--- src/rtl/motor_encoder_model_pkg.sv ---
// Shared types and helpers for the motor plant emulator: window length and quadrature state sequencing.
package motor_model_pkg;

    typedef enum logic [1:0] {
        QS_00 = 2'b00,
        QS_10 = 2'b10,
        QS_11 = 2'b11,
        QS_01 = 2'b01
    } quad_state_e;

    function automatic int unsigned period_cycles(input int unsigned clk_hz, input int unsigned pwm_hz);
        return clk_hz / pwm_hz;
    endfunction

    // Forward rotation: A leads B.
    function automatic quad_state_e qs_next(input quad_state_e s);
        case (s)
            QS_00:   return QS_10;
            QS_10:   return QS_11;
            QS_11:   return QS_01;
            default: return QS_00;
        endcase
    endfunction

    function automatic quad_state_e qs_prev(input quad_state_e s);
        case (s)
            QS_00:   return QS_01;
            QS_01:   return QS_11;
            QS_11:   return QS_10;
            default: return QS_00;
        endcase
    endfunction

endpackage

--- src/rtl/motor_encoder_model_quad_step_gen.sv ---
// NCO-driven quadrature encoder generator with optional once-per-rev index.
// Index counter built only when MOTOR_ENCODER_MODEL_INDEX_EN is defined.
module quad_step_gen
    import motor_model_pkg::*;
#(
    parameter int unsigned GAIN_SHIFT = 4,
    parameter int unsigned ACC_W      = 32,
    parameter int unsigned CPR_EDGES  = 1200
) (
    input  logic               clk,
    input  logic               rst,
    input  logic signed [31:0] speed,
    output logic               enc_a,
    output logic               enc_b,
    output logic               index
);

    localparam logic [63:0] INC_MAX = (64'd1 << ACC_W) - 64'd1;

    logic [ACC_W-1:0] acc_q, acc_d;
    logic             carry_q, carry_d;
    quad_state_e      state_q, state_d;
    logic [31:0]      speed_mag;
    logic [63:0]      inc_wide;
    logic [ACC_W-1:0] inc;
    logic [ACC_W:0]   sum;

    always_comb begin
        speed_mag = speed[31] ? -speed : speed;
        inc_wide  = {32'd0, speed_mag} << GAIN_SHIFT;
        inc       = (inc_wide > INC_MAX) ? INC_MAX[ACC_W-1:0] : inc_wide[ACC_W-1:0];
        sum       = {1'b0, acc_q} + {1'b0, inc};
        acc_d     = sum[ACC_W-1:0];
        carry_d   = sum[ACC_W];
        state_d   = state_q;
        // Direction taken from the speed at step time, so a sign change reverses at once.
        if (carry_q) begin
            if (speed[31]) begin
                state_d = qs_prev(state_q);
            end else if (speed != '0) begin
                state_d = qs_next(state_q);
            end
        end
    end

    always_ff @(posedge clk or posedge rst) begin
        if (rst) begin
            acc_q   <= '0;
            carry_q <= 1'b0;
            state_q <= QS_00;
        end else begin
            acc_q   <= acc_d;
            carry_q <= carry_d;
            state_q <= state_d;
        end
    end

    assign {enc_a, enc_b} = state_q;

`ifdef MOTOR_ENCODER_MODEL_INDEX_EN
    localparam int unsigned POS_W = (CPR_EDGES > 1) ? $clog2(CPR_EDGES) : 1;
    localparam logic [POS_W-1:0] POS_LAST = POS_W'(CPR_EDGES - 1);

    logic             step_fwd, step_rev;
    logic [POS_W-1:0] pos_q, pos_d;
    logic             index_q, index_d;

    assign step_fwd = carry_q && !speed[31] && (speed != '0);
    assign step_rev = carry_q && speed[31];

    always_comb begin
        pos_d   = pos_q;
        index_d = index_q;
        if (step_fwd) begin
            pos_d = (pos_q == POS_LAST) ? '0 : pos_q + POS_W'(1);
        end else if (step_rev) begin
            pos_d = (pos_q == '0) ? POS_LAST : pos_q - POS_W'(1);
        end
        // Index is re-evaluated per step so it spans exactly one edge period.
        if (step_fwd || step_rev) begin
            index_d = (pos_d == '0) && (state_d == QS_00);
        end
    end

    always_ff @(posedge clk or posedge rst) begin
        if (rst) begin
            pos_q   <= '0;
            index_q <= 1'b0;
        end else begin
            pos_q   <= pos_d;
            index_q <= index_d;
        end
    end

    assign index = index_q;
`else
    logic [31:0] cpr_unused;
    assign cpr_unused = 32'(CPR_EDGES);
    assign index      = 1'b0;
`endif

endmodule

--- config.mk ---
export PLATFORM = sky130hd
export DESIGN_NAME = quad_step_gen
export DESIGN_NICKNAME = d
export VERILOG_FILES = /design/src/rtl/motor_encoder_model_pkg.sv /design/src/rtl/motor_encoder_model_quad_step_gen.sv
export SDC_FILE = /design/constraint.sdc
export NUM_CORES = 1
export LEC_CHECK = 0
export ABC_AREA = 1
export CAP_MARGIN = 20
export CORE_MARGIN = 4
export CORE_UTILIZATION = 35
export CTS_BUF_LIST = sky130_fd_sc_hd__clkbuf_8
export CTS_CLUSTER_SIZE = 12
export DETAILED_ROUTE_END_ITERATION = 8
export DONT_BUFFER_PORTS = 1
export HOLD_SLACK_MARGIN = 0.12
export PLACE_DENSITY = 0.5
export SLEW_MARGIN = 30
export SYNTH_ARGS = -nofsm -noshare
export SYNTH_HDL_FRONTEND = slang
export SYNTH_SLANG_ARGS = --single-unit
export TNS_END_PERCENT = 10
--- constraint.sdc ---
create_clock -name clk -period 2.1 [get_ports clk]
set_clock_uncertainty 0.15 [all_clocks]
set_input_delay 0.42 -clock clk [delete_from_list [all_inputs] [get_ports clk]]
set_output_delay 0.42 -clock clk [all_outputs]
set_load 0.02 [all_outputs]
# Word level (Yosys, flattened, before mapping)
# Cells that the tools add are included.
[classes]
add_sub_neg = 2
n_lt_le_gt_ge = 1
eq_ne = 3
mux = 6
n_reduce_logical = 4
[op_table]
columns = ["cell", "n"]
rows = [
  ["32-bit two-way mux", 2],
  ["36-bit by 32-bit greater-than comparator with 1-bit output (second input constant)", 1],
  ["32-bit by 32-bit adder with 33-bit output", 1],
  ["32-bit negator", 1],
  ["32-bit nonzero test", 1],
  ["2-bit one-hot mux with 3 select lines", 2],
  ["2-bit equality test (second input constant)", 2],
  ["2-bit two-way mux", 2],
  ["2-bit by 1-bit equality test with 1-bit output (second input constant)", 1],
  ["2-bit zero test", 1],
  ["2-bit AND reduction", 1],
  ["2-bit nonzero test", 1],
]
[word_totals]
register_bits = 35
input_bits = 34
output_inout_bits = 3
wordCells = 19

# Logic depth before layout (Yosys ltp)
# Gate-level depths: netlist (run 1).
[depth]
word_depth = 5
depth_mapped = 26
mapped_depth_nobuf = 25

# Worst setup path after synthesis (run 1)
# OpenSTA, ideal clock, no wires.
[synth_path]
path_type = "input port to flip-flop"
start = "input port speed[0]"
end = "register acc_q[28]"
setup_time_ns = 0.117
arrival_ns = 2.828
t_required_ns = 1.833
slack_ns = -0.995
stages = 24
path_buffers = 1
path_cell_list = "inv_1 -> ha_1 -> nand2_2 -> inv_2 -> nand2_1 -> nand2_2 -> nand2_1 -> nand2_1 -> nand2_1 -> nor2_4 -> buf_6 -> nand2_1 -> ha_1 -> inv_1 -> fa_1 -> nand3b_1 -> nand2_1 -> nand2_1 -> nand3_1 -> nand2_1 -> nand2_1 -> nand2_1 -> nand3_1 -> nand2_1"
[synth_via]
elab_chain_cells = 5
[synth_rtl]
columns = ["item", "line", "text"]
rows = [
  ["start, declared", "motor_encoder_model_quad_step_gen.sv:12", "input logic signed [31:0] speed,"],
  ["32-bit negator", "motor_encoder_model_quad_step_gen.sv:29", "speed_mag = speed[31] ? -speed : speed;"],
  ["32-bit two-way mux *", "motor_encoder_model_quad_step_gen.sv:29", ""],
  ["36-bit by 32-bit greater-than comparator with 1-bit output", "motor_encoder_model_quad_step_gen.sv:31", "inc = (inc_wide > INC_MAX) ? INC_MAX[ACC_W-1:0] : inc_wide[ACC_W-1:0];"],
  ["32-bit two-way mux *", "motor_encoder_model_quad_step_gen.sv:31", ""],
  ["32-bit by 32-bit adder with 33-bit output *", "motor_encoder_model_quad_step_gen.sv:32", "sum = {1'b0, acc_q} + {1'b0, inc};"],
  ["net sum[28]", "motor_encoder_model_quad_step_gen.sv:26", "logic [ACC_W:0] sum;"],
  ["end signal, assigned", "motor_encoder_model_quad_step_gen.sv:48", "acc_q <= '0;"],
  ["end signal, assigned", "motor_encoder_model_quad_step_gen.sv:52", "acc_q <= acc_d;"],
  ["end, declared", "motor_encoder_model_quad_step_gen.sv:20", "logic [ACC_W-1:0] acc_q, acc_d;"],
]
# The timed path passes the listed nets; every way through them passes the cells marked *.
# A chain may end at the register's enable or synchronous reset.

# Worst setup path in the final report (run 1)
[layout_path]
start = "input port speed[3]"
end = "register acc_q[10]"
# The elaborated chain is that of the path after synthesis.

==> results of run 1 <==
Yosys cell counts:
| library cell | n | share of area [%] |
|---|---|---|
| a21o_1 | 2 | 0.36 |
| a21oi_1 | 42 | 5.0 |
| and2_1 | 2 | 0.30 |
| buf_12 | 1 | 0.48 |
| buf_2 | 4 | 0.48 |
| buf_4 | 1 | 0.18 |
| buf_6 | 2 | 0.54 |
| buf_8 | 1 | 0.36 |
| clkbuf_1 | 1 | 0.090 |
| conb_1 | 1 | 0.090 |
| dfrtp_1 | 35 | 21 |
| fa_1 | 1 | 0.48 |
| ha_1 | 33 | 9.9 |
| inv_1 | 79 | 7.1 |
| inv_2 | 5 | 0.45 |
| nand2_1 | 215 | 19 |
| nand2_2 | 4 | 0.60 |
| nand3_1 | 47 | 5.6 |
| nand3_2 | 11 | 2.6 |
| nand3b_1 | 4 | 0.72 |
| nand4_1 | 5 | 0.75 |
| nor2_1 | 92 | 8.3 |
| nor2_2 | 5 | 0.75 |
| nor2_4 | 3 | 0.81 |
| nor3_1 | 9 | 1.1 |
| o211ai_1 | 1 | 0.18 |
| o21ai_0 | 34 | 4.1 |
| o21bai_1 | 1 | 0.18 |
| xnor2_1 | 11 | 2.3 |
| xor2_1 | 28 | 5.9 |
through the flow:
stage / area [um2] / utilization (%) / instances / hold slack [ns] / TNS (ns)
after floorplan: 4290 / - / 680 / 0.340 / -19.09
after CTS: 5950 / 51.4 / 942 / 0.180 / -18.79
final: 6350 / 54.9 / 950 / 0.183 / -20.57
after detailed placement: 5250 / 45.4 / 925 / 0.321 / -31.82
after global placement: 5250 / 45.4 / 925 / 0.315 / -31.60
after global routing: 6350 / 54.9 / 950 / 0.188 / -24.99
logic make-up (layout without fill, tap and decap cells):
| group | count (synthesis) | count (layout) | synth area share [%] |
|---|---|---|---|
| DFF | 35 | 35 | 21.0 |
| and+or+nand+nor | 397 | 397 | 40.9 |
| buffers and inverters | 94 | 221 | 9.68 |
| adders and majority gates | 34 | 34 | 10.4 |
| xor gates and xnor gates | 39 | 39 | 8.18 |
| other | 1 | 1 | 0.0898 |
| AOI/OAI and AO/OA | 80 | 80 | 9.83 |
what timing repair did:
item | 4_1_cts | 5_1_grt
pin swaps | 28 | 41
resized for setup | 92 | 82
hold buffers | 1 | 0
buffers inserted | 6 | 7
endpoints found under the setup margin | 32 | 32
endpoints found under the hold margin | 35 | 0
gates cloned | 2 | 1
report_power, final:
group	switching [mW]	internal [mW]	total, mW
Combinational	3.47	3.21	6.68
Sequential	0.306	1.07	1.37
Clock	0.303	0.385	0.688
metal layers:
| metal | vias up | routed length [um] |
|---|---|---|
| met2 | 83 | 6900 |
| met5 | - | 0 |
| li1 | 2414 | - |
| met4 | 0 | 174 |
| met1 | 2170 | 6340 |
| met3 | 14 | 575 |
worst min path at each step:
stage | start | end | slack (ns) | depth (start not counted)
2_1_floorplan | acc_q[0]$_DFF_PP0_ | acc_q[0]$_DFF_PP0_ | 0.34 | 1
3_3_place_gp | rst | acc_q[4]$_DFF_PP0_ | 0.31 | 2
3_5_place_dp | rst | acc_q[4]$_DFF_PP0_ | 0.32 | 2
4_1_cts | speed[31] | state_q[0]$_DFFE_PP0P_ | 0.18 | 2
5_1_grt | speed[31] | state_q[0]$_DFFE_PP0P_ | 0.19 | 2
6_report | speed[31] | state_q[0]$_DFFE_PP0P_ | 0.18 | 2
sequential cells by signal, indices dropped and copies added, names as in the netlist:
register / flops
state_q: 2
acc_q: 32
carry_q: 1
area by class of cell:
class	instances	area (um2)
clock buffers	6	82.6
clock inverters	2	35.0
fillers	1137	5220
inverters	84	333
multi-input cells	551	3770
flip-flops and latches	35	876
well taps	143	179
repair buffers	129	1070
==> out/summary.md, run 1 <==
The critical path capture point is acc_q[10]$_DFF_PP0_. In this run the critical register-to-register path is captured at acc_q[10]$_DFF_PP0_. The run gives 37.1% as the met2 track utilization from global routing.

The checks that failed: negative setup slack. The first global-routing pass estimated 22100 um of wire. Summed over all cells, the static leakage comes to 2.92 nW. The setup slack of the most critical reg-to-reg path came out at 0.05 ns. STA classifies the critical path startpoint as an input port. STA classifies the critical path endpoint as a flip-flop. After detailed routing, the average wire length per cell comes to 14.7 um. The share of cells above drive strength 1 came out at 39.3%.

Entering global routing, the biggest net connects 36 pins. In the global route stage, overall resource usage came out at 20.7%. The master cell of the clock root buffer is clkbuf_8. The tools report the cell area after technology mapping as 4180 um2. For this run, design rule violations remaining after detail routing come to 0.

The via density per instance was 4.93; the standard-cell row count was 39. The HPWL after detailed placement is 10900 um. The tools report the first-pass iteration count of the detailed router as 4.

Clock-pin slew was measured on the worst setup and hold paths at 0.08 ns. The tools report the worst path setup slack after routing as -0.817 ns. The run gives 2.52% as the met3 track demand over resource. Timing analysis after detailed placement gives a worst setup slack of -1.17 ns. The global routing stage identified its most utilized layer as met2. After synthesis the netlist holds a flip-flop and latch count of 35.

The logs give 0 for the total count of max-transition violations in the final report and 8.74 mW for the final total power. The detailed router placed 4681 vias in this run. After technology mapping, the gate count stands at 680. The count of cell instances traversed by the critical path was 21; the portion of the post-synthesis area used by sequential elements was 21.0%.

Count of inserted antenna diode cells: 0. Measured in cells, the most critical reg-to-reg path has a length of 11. In this run the deepest clock path goes through 2 buffers. The synthesized area per cell is 6.14 um2. Dominant delay contributor by cell family on the critical path: simple AND/OR/NAND/NOR gates.

Routability-driven placement finished with a final weighted congestion of 0.874. The initial cell density of the core was 36.1%; the clock insertion delay at the later pin of the skew report was 0.31 ns. For the required time reported for the critical path endpoint, the log shows 2.18 ns.

Most common library cell in the layout ignoring fill and taps: nand2_1. In the layout the commonest cells are nand2_1, buf_4, inv_1. Measured against its own limit, the worst slew margin works out to 66.3%. The H-tree generated during clock tree synthesis spans 2 levels. The run gives 0 as the number of max-capacitance violations reported. In this run the critical register-to-register path is launched from acc_q[0]$_DFF_PP0_. Setup violations remaining at the end of the flow were counted as 32.

The number of nets in the final layout was 874; the number of nets with antenna violations after routing was 0. The number of buffers inserted by port buffering is 0. The data arrival time at the worst-slack endpoint came out at 3.00 ns. Tracing the worst setup path back leads to its startpoint at speed[3]. The initial antenna violation count came out at 0.

The core region area was 11600 um2. The die is 117 um tall. Derived from the worst setup path, the maximum achievable clock frequency is 0.343 GHz.

The number of nets produced by synthesis was 748; the biggest cell delay along the critical path was 0.38 ns. The tree built by TritonCTS fans out to 35 sinks. TritonCTS built the clock tree.

Relative to the synthesized area, the layout overhead comes to 52.0%. Across the VDD grid, the largest voltage drop is 0.596 mV. Class of the most critical setup path: input port to flip-flop. The critical path contains buffers and inverters numbering 5 combined.

The die covers 13700 um2. Synthesis instantiated 30 different standard cells from the library. Global routing consumed, on the met1 layer, 26.6% of the routing resources.

The flow ran to the end, but the final reports show violations. For the number of global-route vias before repair, the log shows 4748. The logs give 5 for the TritonCTS buffer count and 14000 um for the wire length reported by the detailed router. For the pin with the worst max-slew slack, the measured transition is 0.505 ns. The count of boundary I/O pins is 37. After global routing the overflow that remains totals 0. The time the final worst path needs with I/O delays and setup is 2.92 ns. The critical path goes through nor2_4, nand3_2, buf_6, nor2_4, nand4_1, nand2_2, nor2_4, buf_12, buf_16, nand2_8, ha_4, inv_2, fa_2, nand3b_1, nand2_2, nand2_2, nand2_4, nand2_4, nand2_4, buf_4, xor2_1. The tools report the number of failing hold endpoints at the final stage as 0.

The synthesis warning total is 0. The run gives 240 as the count of routing violations after the opening detailed-route iteration. Setup repair after global routing could not meet its margin everywhere. Dividing total power by cell area gives a power density of 1380 nW/um2.

The part of the cycle the worst path needs works out to 139%. The horizontal extent of the die is 117 um. The standard cell with the maximum stage delay on the critical path was fa_2. The largest fanout on the critical path is 5. The path class of the lowest-slack min-delay path is input port to flip-flop.
(Power assumes the default switching activity.)
==> run 2: changes to the inputs <==
==> constraint.sdc (replaced) <==
create_clock -name clk -period 2.1 [get_ports clk]
set_clock_uncertainty 0.15 [all_clocks]
set_input_delay 0.21 -clock clk [delete_from_list [all_inputs] [get_ports clk]]
set_output_delay 0.21 -clock clk [all_outputs]
set_load 0.02 [all_outputs]
==> run 2 against run 1 <==
Critical endpoint unchanged. Design area shrank 2.3%. Combinational power shrank 4.2%. Via count shrank 2.2%. Sequential share of layout area grew 0.33 points. Maximum frequency grew 11%. Non-clock buffer count grew 4. Largest cell class unchanged. The run still ends with negative setup slack left. Largest power group unchanged. Critical path type unchanged.
==> out/summary.md, run 2 (synthesis results as in run 1) <==
In this run the worst path has a maximum fanout of 11. The leakage power of the design was 2.87 nW. The number of flip-flops in the largest register was 32. The tools report the first-pass GRT wire length as 22200 um. The tools report the half-perimeter wire length of the detailed placement result as 10800 um.

In the layout the commonest cells are nand2_1, buf_4, inv_1. Once the floorplan was initialized, standard cells occupied 36.1% of the core. The number of max-capacitance violations reported was 0.

The synthesis-to-finish area growth is 48.5%, and the time the final worst path needs with I/O delays and setup is 2.63 ns. After detailed routing, the average wire length per cell comes to 14.3 um. The floorplan step set the die width to 117 um.

The final reports fail on negative setup slack. In the final layout, the share of cells above drive strength 1 is 37.7%. Kind of end point of the critical path: a flip-flop. The number of nets with antenna violations after routing was 0. The count of routing violations after the opening detailed-route iteration was 184. The register with the most flip-flops is acc_q. For this design, the sink count on the clock tree is 35.

The number of cells on the worst reg-to-reg path is 11. Entering global routing, the biggest net connects 36 pins. The critical path starts at speed[21]. The via density per instance is 4.80, and the highest clock frequency the design can meet is 0.380 GHz. In the final timing run, aggregate negative setup slack is -11.67 ns. Initial antenna violation count: 0. The tools report the final setup violation count as 29. The clock-pin slew on the worst setup and hold paths is 0.08 ns, and the total global-route track usage is 20.6%. The biggest cell delay along the critical path was 0.33 ns; the number of nets in the final layout was 878. The die is 117 um tall. The number of global-route vias before repair was 4723. The total count of max-transition violations in the final report is 0.

TritonCTS built the clock tree. The die covers 13700 um2. The run gives 0.30 ns as the clock insertion delay at the later pin of the skew report. In this run the tool buffered the top-level ports with 0 buffer cells.

Routability-driven placement finished with a final weighted congestion of 0.925. IR analysis of the VDD net gives a maximum drop of 0.558 mV. Data on the critical path is required at its endpoint by 2.18 ns. The routed layout has 4579 vias. In the finished design, the share of the clock period the worst path needs comes to 125%. In this run the clock root is driven by a clkbuf_8. Dividing total power by cell area gives a power density of 1330 nW/um2. The number of clock buffers added by TritonCTS is 5.

Worst flop-to-flop path startpoint: acc_q[0]$_DFF_PP0_. For this run, design rule violations remaining after detail routing come to 0. The clock passes through at most 2 buffers. OpenSTA, run right after detailed placement, puts the worst setup slack at -0.998 ns. The tools report the leftover overflow at the end of global routing as 0.

The first detailed-routing pass ran for 4 iterations. The largest registers in the layout are acc_q (32), state_q (2), carry_q (1). For the pin with the worst max-slew slack, the measured transition is 0.504 ns.

The data arrival time at the worst-slack endpoint came out at 2.71 ns. The critical path is of the input port to flip-flop type. Setup repair after global routing could not meet its margin everywhere. The tightest min-delay check is of the input port to flip-flop type. The repair_antennas step left the layout with diodes totalling 0.

The cell repeated most along the worst path was nand2_1. The run finished, with violations left. Leaving out fill and tap cells, the most frequent cell in the layout is nand2_1. Worst path setup slack after routing: -0.530 ns. The maximum level of the CTS H-tree is 2.

Walking the worst path, the cells encountered are nor2_2, nand2_2, nor2_2, nand2_1, nand2_1, buf_4, nand2_1, nand2_1, nand2_1, inv_2, nor2_4, buf_12, nand2_8, ha_4, inv_4, fa_2, nand3b_1, nand2_2, nand2_2, nand2_2, nand2_1, nand2_2, buf_4, xor2_1. The number of failing hold endpoints at the final stage came out at 0. The startpoint type of the worst setup path is an input port.

The core region area came out at 11600 um2. In this run the critical register-to-register path is captured at acc_q[10]$_DFF_PP0_. In this run the core area contains 39 standard-cell rows.

Setup slack of the most critical reg-to-reg path: 0.09 ns. The standard cell with the maximum stage delay on the critical path is fa_2. 37 I/O pins were placed.

The wire length reported by the detailed router was 13700 um; the worst-case headroom to the max-slew limit was 66.4%. The critical path capture point was acc_q[10]$_DFF_PP0_.
==> run 2: metrics by stage <==
| stage | util [%] | total power, mW | hold slack [ns] | cells | instance area (um2) |
|---|---|---|---|---|---|
| after floorplan | - | 4.48 | 0.214 | 680 | 4290 |
| after global placement | 45.3 | 6.34 | 0.0986 | 925 | 5240 |
| after detailed placement | 45.3 | 6.40 | 0.101 | 925 | 5240 |
| after CTS | 51.3 | 7.76 | 0.197 | 948 | 5940 |
| after global routing | 53.6 | 9.11 | 0.222 | 954 | 6200 |
| final | 53.6 | 8.27 | 0.183 | 954 | 6200 |
==> run 2: critical path, delay by kind of cell <==
| family | cells | cell delay (ns) |
|---|---|---|
| XOR/XNOR | 1 | 0.13 |
| adder cells (fa/ha/maj) | 2 | 0.48 |
| buffers and inverters | 5 | 0.46 |
| AND/OR/NAND/NOR | 16 | 1.41 |
==> run 2: cell type report <==
class                   count  area, um2
clock buffers               5       68.8
flip-flops and latches     35        876
fillers                  1135       5370
well taps                 143        179
inverters                  84        335
clock inverters             3       15.0
multi-input cells         551       3660
repair buffers            133       1060
==> run 2: power by group <==
part           internal, mW  total (mW)  switching, mW
Sequential             1.07        1.38          0.309
Combinational          3.12        6.40           3.28
Clock                 0.227       0.498          0.270
==> run 2: worst min path at each step <==
stage | startpoint | end | slack (ns) | cells after the start
finish | speed[10] | acc_q[14]$_DFF_PP0_ | 0.18 | 4
global route | speed[10] | acc_q[14]$_DFF_PP0_ | 0.22 | 4
CTS | speed[10] | acc_q[14]$_DFF_PP0_ | 0.20 | 4
detailed placement | rst | acc_q[4]$_DFF_PP0_ | 0.10 | 2
global placement | rst | acc_q[4]$_DFF_PP0_ | 0.1 | 2
floorplan | rst | acc_q[0]$_DFF_PP0_ | 0.21 | 1
==> run 2: routing by layer <==
layer  vias to the layer above  global-route usage [%]  routed length (um)
li1                       2415                       -                   -
met1                      2076                    26.5                6350
met2                        70                    36.3                6510
met3                        18                    2.42                 494
met4                         0                    5.96                 303
met5                         -                       0                   0
==> run 2: what timing repair did <==
item,4_1_cts,5_1_grt
cloned,2,0
resized for setup,95,59
hold buffers,2,0
buffers inserted,11,6
hold endpoints to repair,37,0
pin swaps,26,24
endpoints found under the setup margin,31,32
==> run 3: changes to the inputs <==
--- a/config.mk
+++ b/config.mk
@@ -9,12 +9,12 @@
 export CAP_MARGIN = 20
 export CORE_MARGIN = 4
 export CORE_UTILIZATION = 35
-export CTS_BUF_LIST = sky130_fd_sc_hd__clkbuf_8
+export CTS_BUF_LIST = sky130_fd_sc_hd__clkbuf_4 sky130_fd_sc_hd__clkbuf_8
 export CTS_CLUSTER_SIZE = 12
 export DETAILED_ROUTE_END_ITERATION = 8
 export DONT_BUFFER_PORTS = 1
 export HOLD_SLACK_MARGIN = 0.12
-export PLACE_DENSITY = 0.5
+export PLACE_DENSITY = 0.48
 export SLEW_MARGIN = 30
 export SYNTH_ARGS = -nofsm -noshare
 export SYNTH_HDL_FRONTEND = slang
==> run 3 against run 2 <==
First-iteration DRC count rose by 68%. Largest cell class unchanged. Maximum frequency fell by 1.9%. The flow still finishes with violations (negative setup slack). Sequential share of layout area about the same. Die area is the same. Count of clock-buffer cells in the layout increased by 3. Design area about the same. Core utilization is essentially flat. Highest routed layer unchanged. Via count rose by 2.1%. Routed wire length up 2.6%. Critical endpoint is now acc_q[30]$_DFF_PP0_. Clock power increased by 17%.
==> out/summary.md, run 3 (synthesis results as in run 1) <==
The height of the die was 117 um; the clock insertion delay at the later pin of the skew report was 0.30 ns. Data on the critical path arrives at its endpoint at 2.73 ns. The initial antenna violation count is 0. The total global-route track usage came out at 21.3%.

For this run, design rule violations remaining after detail routing come to 0. The time the final worst path needs with I/O delays and setup was 2.68 ns. The maximum vdd drop was 0.656 mV. The first routing iteration left 310 violations.

The final reports fail on negative setup slack. The leakage power of the design was 2.84 nW. The share of cells above drive strength 1 was 37.0%; the clock network fraction of design power was 7.0%. Of the available clock period, the critical path in the final layout requires 128%.

STA classifies the critical path endpoint as a flip-flop. The number of global-route vias before repair came out at 4745. The first global-routing pass estimated 23100 um of wire. The design draws 8.33 mW. The floorplan has 39 rows.

The initial cell density of the core was 36.1%; the number of buffers inserted by port buffering was 0. The critical path starts at speed[9]. The synthesis-to-finish area growth is 48.4%, and the core region area is 11600 um2. The final setup violation count was 30.

Ranked by flip-flop count, first place goes to acc_q. The area of the die came out at 13700 um2. The leftover overflow at the end of global routing is 0, and the TritonCTS buffer count is 5.

After clock tree synthesis, the clock-pin slew on the worst setup and hold paths is 0.07 ns. In this run the worst hold path is classified as input port to flip-flop. Of the total power, registers draw 16.4%.

Counting every sink on the clock net gives 35. The logs give 0.205 ns for the final hold slack and 4674 for the count of vias placed by the detailed router. In this run the critical register-to-register path is launched from acc_q[0]$_DFF_PP0_. The run gives 0 as the number of max-capacitance violations reported. The most common library cell in the layout ignoring fill and taps is nand2_1. In the final layout, the registers with the most flip-flops are acc_q (32), state_q (2), carry_q (1). The tools report the launch point of the worst hold path as speed[12].

Leaving out fill and tap cells, the most frequent cells in the layout are nand2_1, buf_4, inv_1. The flow ran to the end, but the final reports show violations. The clock passes through at most 2 buffers. The combinational share of power is 76.6%.

CTS placed an instance of clkbuf_8 at the clock tree root. In this run the power spent charging and discharging nets is 3.93 mW. The total count of max-transition violations in the final report was 0. The number of failing hold endpoints at the final stage was 0; the count of inserted antenna diode cells was 0. Half-perimeter wire length of the detailed placement result: 11000 um. The first detailed-routing pass ran for 4 iterations. Setup repair after global routing could not meet its margin everywhere. The tools report the internal power consumption as 4.41 mW. The number of nets with antenna violations after routing came out at 0. The H-tree was split into 2 levels.

After detailed routing, the average wire length per cell comes to 14.9 um. The register with the most flip-flops in the layout has 32 of them. Number of nets in the final layout: 862. Class of the most critical setup path: input port to flip-flop. At the end of routability-driven placement, the weighted congestion stood at 0.929. Net switching is 47.1% of the power.

The count of boundary I/O pins was 37. In this run the worst path has a maximum fanout of 7. Timing would allow up to 0.373 GHz. The tools report the worst path setup slack after routing as -0.582 ns.

Wires add up to 14000 um. Horizontal extent of the die: 117 um. Dividing total power by cell area gives a power density of 1340 nW/um2. Entering global routing, the biggest net connects 36 pins. Summing all flip-flop and latch instances after layout gives 876 um2. For the required time reported for the critical path endpoint, the log shows 2.15 ns. The startpoint type of the worst setup path was an input port. The tools report the area taken by multi-input logic gates as 3700 um2.

TritonCTS built the clock tree. Fill cells in the final layout number 1124. The via density per instance was 4.98.
-- run 3: cell count changes in the layout (fill, tap and decap cells not counted), moves of 3 or more --
cell,previous run,this run
buf_12,2,6
buf_4,124,105
clkinv_2,3,0
nand2_4,2,6
nor2_1,53,56
nor3_1,7,4
nor3_2,2,5
-- run 3: worst max-delay path: stages --
cell and delay, ns:
nor2_4 0.12, nand2_1 0.09, nor2_2 0.08, nand2_1 0.07
nand2_2 0.14, nand3_1 0.11, nand2_2 0.09, inv_2 0.04
nor2_4 0.10, buf_4 0.13, buf_12 0.10, buf_12 0.11
nand3_1 0.13, ha_4 0.34, nand2_1 0.13, nor2_1 0.23
inv_1 0.10, nor3_2 0.20, nand2_2 0.09, nand3_1 0.07
nand2_1 0.05
-- run 3: cell type report --
type,count,area share [%]
multi-input combinational,551,59.7
timing repair buffer,117,16.2
sequential,35,14.1
inverter,84,5.41
tap,143,2.89
clock buffer,8,1.68
-- run 3: through the flow --
step	TNS, ns	std cells	utilization (%)	instance area (um2)	worst slack (ns)
4_1_cts	-11.95	931	51.6	5970	-0.517
3_5_place_dp	-27.29	910	44.8	5190	-1.10
3_3_place_gp	-27.08	910	44.8	5190	-1.11
5_1_grt	-18.81	938	53.6	6200	-0.730
2_1_floorplan	-12.46	680	-	4290	-0.541
6_report	-12.97	938	53.6	6200	-0.582
-- run 3: repair_timing --
item / CTS / global route
gates resized for setup: 111 / 49
pin swaps: 38 / 23
cloned: 2 / 0
hold buffers: 2 / 0
setup buffers: 9 / 7
endpoints found under the hold margin: 37 / 0
endpoints found under the setup margin: 31 / 32
-- run 3: power by group through the flow --
stage	clock network [mW]	registers [mW]	logic (mW)
2_1_floorplan	0	1.20	3.27
3_3_place_gp	0	1.25	4.99
3_5_place_dp	0	1.25	5.04
4_1_cts	0.614	1.36	6.00
5_1_grt	0.626	1.40	7.18
6_report	0.585	1.37	6.38
-- run 3: final timing paths --
kind	endpoint	slack, ns	cells past startpoint
max reg2reg	acc_q[10]$_DFF_PP0_	0.12	11
min in group asynchronous	acc_q[3]$_DFF_PP0_	0.32	3
max	acc_q[30]$_DFF_PP0_	-0.58	21
min	acc_q[16]$_DFF_PP0_	0.21	4
min reg2reg	acc_q[0]$_DFF_PP0_	0.37	1
max in group asynchronous	acc_q[27]$_DFF_PP0_	1.14	3
-- run 3: routing by layer --
| metal | wire length [um] | global-route usage [%] | up-vias | share of wire, % |
|---|---|---|---|---|
| li1 | - | - | 2387 | - |
| met5 | 0 | 0 | - | 0 |
| met2 | 6850 | 37.7 | 86 | 49 |
| met3 | 572 | 2.06 | 17 | 4.1 |
| met4 | 278 | 5.73 | 0 | 2.0 |
| met1 | 6310 | 27.6 | 2184 | 45 |
